[src/rtl/serial_add_seq.sv]
`default_nettype none
// ---------------------------------------------------------------------------
// serial_add_seq : bit-serial {Cout,Sum} = A + B + Cin, LSB first, one full adder.
// Optional Overflow output enabled by macro SERIAL_ADD_OVF_EN.   Rev 1.0
// ---------------------------------------------------------------------------

module adder_1bit #(
  parameter int IMPL_TYPE = 0
) (
  input  logic a,
  input  logic b,
  input  logic ci,
  output logic s,
  output logic co
);
  if (IMPL_TYPE == 0) begin : g_xor_mux
    logic w_p;
    assign w_p = a ^ b;
    assign s   = w_p ^ ci;
    assign co  = w_p ? ci : a;
  end else begin : g_maj_not
    logic w_inner;
    assign co      = (a & b) | (a & ci) | (b & ci);
    // s = MAJ(~co, ci, MAJ(a, b, ~ci))
    assign w_inner = (a & b) | (a & ~ci) | (b & ~ci);
    assign s       = (~co & ci) | (~co & w_inner) | (ci & w_inner);
  end
endmodule

module serial_add_seq #(
  parameter int WIDTH     = 8,
  parameter int IMPL_TYPE = 0
) (
  input  logic             clk,
  input  logic             rst_n,
  input  logic             in_valid,
  output logic             in_ready,
  input  logic [WIDTH-1:0] A,
  input  logic [WIDTH-1:0] B,
  input  logic             Cin,
  output logic             out_valid,
  input  logic             out_ready,
  output logic [WIDTH-1:0] Sum,
  output logic             Cout,
`ifdef SERIAL_ADD_OVF_EN
  output logic             Overflow,
`endif
  output logic             busy
);

  localparam int            CW   = $clog2(WIDTH);
  localparam logic [CW-1:0] LAST = CW'(WIDTH - 1);

  typedef enum logic [1:0] {
    IDLE = 2'd0,
    RUN  = 2'd1,
    DONE = 2'd2
  } state_t;

  state_t           state_q, state_d;
  logic [CW-1:0]    cnt_q, cnt_d;
  logic [WIDTH-1:0] a_q, a_d;
  logic [WIDTH-1:0] b_q, b_d;
  logic [WIDTH-1:0] sum_q, sum_d;
  logic             carry_q, carry_d;
  logic             cout_q, cout_d;
  logic             live_q;
  logic             bit_sum, bit_carry;
`ifdef SERIAL_ADD_OVF_EN
  logic             ovf_q, ovf_d;
`endif

  adder_1bit #(.IMPL_TYPE(IMPL_TYPE)) u_add (
    .a  (a_q[0]),
    .b  (b_q[0]),
    .ci (carry_q),
    .s  (bit_sum),
    .co (bit_carry)
  );

  // live_q keeps in_ready low until the first edge after reset release
  assign in_ready  = live_q && (state_q == IDLE);
  assign out_valid = (state_q == DONE);
  assign busy      = (state_q == RUN);
  assign Sum       = sum_q;
  assign Cout      = cout_q;
`ifdef SERIAL_ADD_OVF_EN
  assign Overflow  = ovf_q;
`endif

  always_comb begin
    state_d = state_q;
    cnt_d   = cnt_q;
    a_d     = a_q;
    b_d     = b_q;
    sum_d   = sum_q;
    carry_d = carry_q;
    cout_d  = cout_q;
`ifdef SERIAL_ADD_OVF_EN
    ovf_d   = ovf_q;
`endif
    case (state_q)
      IDLE: begin
        if (in_valid && live_q) begin
          a_d     = A;
          b_d     = B;
          carry_d = Cin;
          cnt_d   = '0;
          state_d = RUN;
        end
      end
      RUN: begin
        a_d     = a_q >> 1;
        b_d     = b_q >> 1;
        sum_d   = {bit_sum, sum_q[WIDTH-1:1]};
        carry_d = bit_carry;
        if (cnt_q == LAST) begin
          state_d = DONE;
          cout_d  = bit_carry;
`ifdef SERIAL_ADD_OVF_EN
          // carry_q here is the carry into the MSB
          ovf_d   = carry_q ^ bit_carry;
`endif
        end else begin
          cnt_d = cnt_q + CW'(1);
        end
      end
      DONE: begin
        if (out_ready) state_d = IDLE;
      end
      default: state_d = IDLE;
    endcase
  end

  always_ff @(posedge clk or negedge rst_n) begin
    if (!rst_n) begin
      state_q <= IDLE;
      cnt_q   <= '0;
      a_q     <= '0;
      b_q     <= '0;
      sum_q   <= '0;
      carry_q <= 1'b0;
      cout_q  <= 1'b0;
      live_q  <= 1'b0;
`ifdef SERIAL_ADD_OVF_EN
      ovf_q   <= 1'b0;
`endif
    end else begin
      state_q <= state_d;
      cnt_q   <= cnt_d;
      a_q     <= a_d;
      b_q     <= b_d;
      sum_q   <= sum_d;
      carry_q <= carry_d;
      cout_q  <= cout_d;
      live_q  <= 1'b1;
`ifdef SERIAL_ADD_OVF_EN
      ovf_q   <= ovf_d;
`endif
    end
  end

endmodule
`default_nettype wire

[config.mk]
export PLATFORM = sky130hd
export DESIGN_NAME = serial_add_seq
export DESIGN_NICKNAME = d
export VERILOG_FILES = /design/src/rtl/serial_add_seq.sv
export SDC_FILE = /design/constraint.sdc
export NUM_CORES = 1
export LEC_CHECK = 0
export ABC_AREA = 1
export CAP_MARGIN = 15
export CELL_PAD_IN_SITES_DETAIL_PLACEMENT = 1
export CELL_PAD_IN_SITES_GLOBAL_PLACEMENT = 2
export CORE_MARGIN = 3
export CORE_UTILIZATION = 31
export DETAILED_ROUTE_END_ITERATION = 16
export PLACE_DENSITY = 0.82
export SLEW_MARGIN = 0
export SYNTH_ARGS = -nofsm -noshare
export SYNTH_HDL_FRONTEND = slang
export SYNTH_SLANG_ARGS = --single-unit
[constraint.sdc]
create_clock -name clk -period 2.2 [get_ports clk]
set_clock_uncertainty 0.05 [all_clocks]
set_input_delay 0.44 -clock clk [delete_from_list [all_inputs] [get_ports clk]]
set_output_delay 0.44 -clock clk [all_outputs]
set_load 0.05 [all_outputs]
==> impl_results.md <==
* Longest Clk Path Bufs at 2
* CTS sink count at 32
* Post-Synthesis Cell Area at 1510 um2
* Footprint of the multi-input gates at 538 um2
* Power Dens Cells at 1490 nW/um2
* Total grt overflow at 0
* Critical Path End Type: output pin
* Placement Rows at 24
* Buffers on Ports at 32
* Fin Setup TNS at 0 ns
* NumNets Final at 238
* Worst Tran Pin Value at 0.501 ns
* Cells after DPL at 273
* IO Pins at 33
* Post-CTS setup buffers at 0
* GPL Wtd Cong at around 0.77
* Storage cell area at around 800 um2
* Critical path class: reg -> out
* Startpoint types: register
* Post-synth cell types at 23
* Worst-skew pair later-pin latency at 0.28 ns
* Delay-heaviest family, CP: buffers and inverters
* Finished Layout Cells at 281
* Fmax at between 500 and 600 MHz
* Final hold violation count at 0
* Post-CTS Hold Buffers at 0
* Drc violations at 0
* Max-slew headroom at 0.665
* Total power at just under 3000 uW
* Post-synth top flop: dfrtp_1
* Final WL at 3180 um
* Syn. warnings at 0
* Setup crit start: Sum[7]
* Area leader, netlist: dfrtp_1
* Post-synthesis sequential area ratio at 0.530
* Syn-to-layout area delta at 30.8%
* Root buf cell: clkbuf_8
* Die W at 75.8 um
* Largest net degree at the start of global routing at 33
* DRT Pass-1 Iters at 4
* Crit share post-route at 0.894
* Hold Path Class: reg -> reg
* Num CTS Buffers at 5
* DP HPWL at 2310 um
* Synth top area cells: dfrtp_1, nand2_1, o21ai_0, inv_1, o21ai_2
* Layout fillers at 541
* Worst-path maximum fanout at 3
* Gr usage total at 0.127
* Number of flops mapped to enable cells by yosys at 0
* Max-Cap Viols at 0
* Switching share of power at 0.441
* CTS tree: yes
* RSZ-0062 raised after global routing: false
* Commonest cells after routing, fill and taps aside: nand2_1, o21ai_0, dfrtp_1, clkdlybuf4s50_1, inv_1
* Hold_sp: Cout
* Buf+Inv Stages, Crit Path at 1
* Vias per Instance at 4.40
* #FFs+latches synth at 32
* First-pass GRT wire length at 5440 um
* Asr flop ratio synth at 1.00
* Diode count at 0
* H-tree depth at 2
* Initial antenna violation count at 0
* Arrival @ worst endpoint at ~1.5 ns
* DRT antenna net count at 0
* Sequential cell fraction of total power at 0.324
* Area fraction of the dominant cell type after synthesis at 0.530
* Share of cells above drive strength 1 at 0.102
* # resized after CTS at 0
* Commonest non-fill, non-tap cell in the layout: nand2_1
* Total nets after synthesis at 204
* Die Area at 5750 um2
* Avg Cell Area, Syn at 8.35 um2
* Static Leak at between 0.0009 and 0.001 uW
* Status: finished, final reports clean
* Worst Path Required at 1.71 ns
* Core area at 4530 um2
* Vias in the first global route at roughly 1300
* Comb pwr share at 0.485
* WL/cell at 11.3 um
* Crit-path cells: clkdlybuf4s50_1
* Peak supply drop at 0.000473 V
* Worst reg2reg startpoint: state_q[0]
* Crit-path slowest cell: clkdlybuf4s50_1
* Synthesized netlist cell count at 181
* Fin crit period at about 2 ns
* Initial Utilization at 0.333
* Clock Power Share at 0.190
* CTS clk-pin slew, worst paths at roughly 0.070 ns
* Final setup viols at 0
* Max incr delay on CP at 0.81 ns
* Via count at 1235
* Int Pwr at ~1700 uW
* Max-slew violation count at 0
* Psw at 1300 uW
* Die Height at 75.8 um
* Initial DRC Count at 28
* Fin util at 0.436
## cell families after synthesis
logic type / share of synthesized area
and+or+nand+nor: 0.195
AOI/OAI and AO/OA: 0.142
other: 0.00248
buffers and inverters: 0.114
adders and majority gates: 0.0166
DFF: 0.530
## synthesized netlist by cell type (2+ instances only)
library cell  instances
buf_6                 2
dfrtp_1              32
ha_1                  2
inv_1                26
inv_2                 2
nand2_1              58
nand3_1               4
nor2_1                4
nor2_4                2
o21ai_0              33
o21ai_1               2
o21ai_2               3
## tightest hold or removal path: stages, from the launching register on
cell	delay, ns
dfrtp_1	0.35
nand2_1	0.05
nand2_1	0.06
## stage by stage
stage          hold slack (ns)  setup slack, ns  area [um2]
2_1_floorplan           0.0944            0.115        1510
3_3_place_gp             0.409            0.416        1870
3_5_place_dp             0.417            0.336        1870
4_1_cts                  0.445            0.210        1980
5_1_grt                  0.479            0.145        1980
6_report                 0.437            0.234        1980
## power by group through the flow
stage	clock network [uW]	registers, uW	logic [uW]
after CTS	582	963	1470
after global routing	610	994	1620
final	562	957	1430
after floorplan	0	1200	864
after detailed placement	0	972	1460
after global placement	0	961	1400
## layer usage
| layer | vias up | part of all wire | track usage |
|---|---|---|---|
| li1 | 625 | - | - |
| met1 | 578 | 0.45 | 0.151 |
| met2 | 24 | 0.48 | 0.202 |
| met3 | 8 | 0.055 | 0.0475 |
| met4 | 0 | 0.021 | 0.0583 |
| met5 | - | 0 | 0 |
## final timing paths
path | end | cells past startpoint | slack (ns)
worst max register to register | b_q[6] | 5 | 0.67
worst min register to register | Cout | 2 | 0.44
worst min-delay path | Cout | 2 | 0.44
max in group asynchronous | b_q[4] | 2 | 1.29
min in group asynchronous | a_q[4] | 2 | 0.50
worst max-delay path | Sum[7] | 1 | 0.23
## area by class of cell
cell class | count | area share
flip-flops and latches | 32 | 0.405
multi-input cells | 114 | 0.272
repair buffers | 34 | 0.172
inverters | 28 | 0.0532
well taps | 65 | 0.0411
clock buffers | 5 | 0.0348
clock inverters | 3 | 0.0215
## sequential cells by signal, indices dropped and copies added, names as in the netlist
signal   count
Sum          8
a_q          8
b_q          8
cnt_q        3
state_q      2
Cout         1
carry_q      1
live_q       1
No activity file was read; power rests on OpenSTA's default activity.
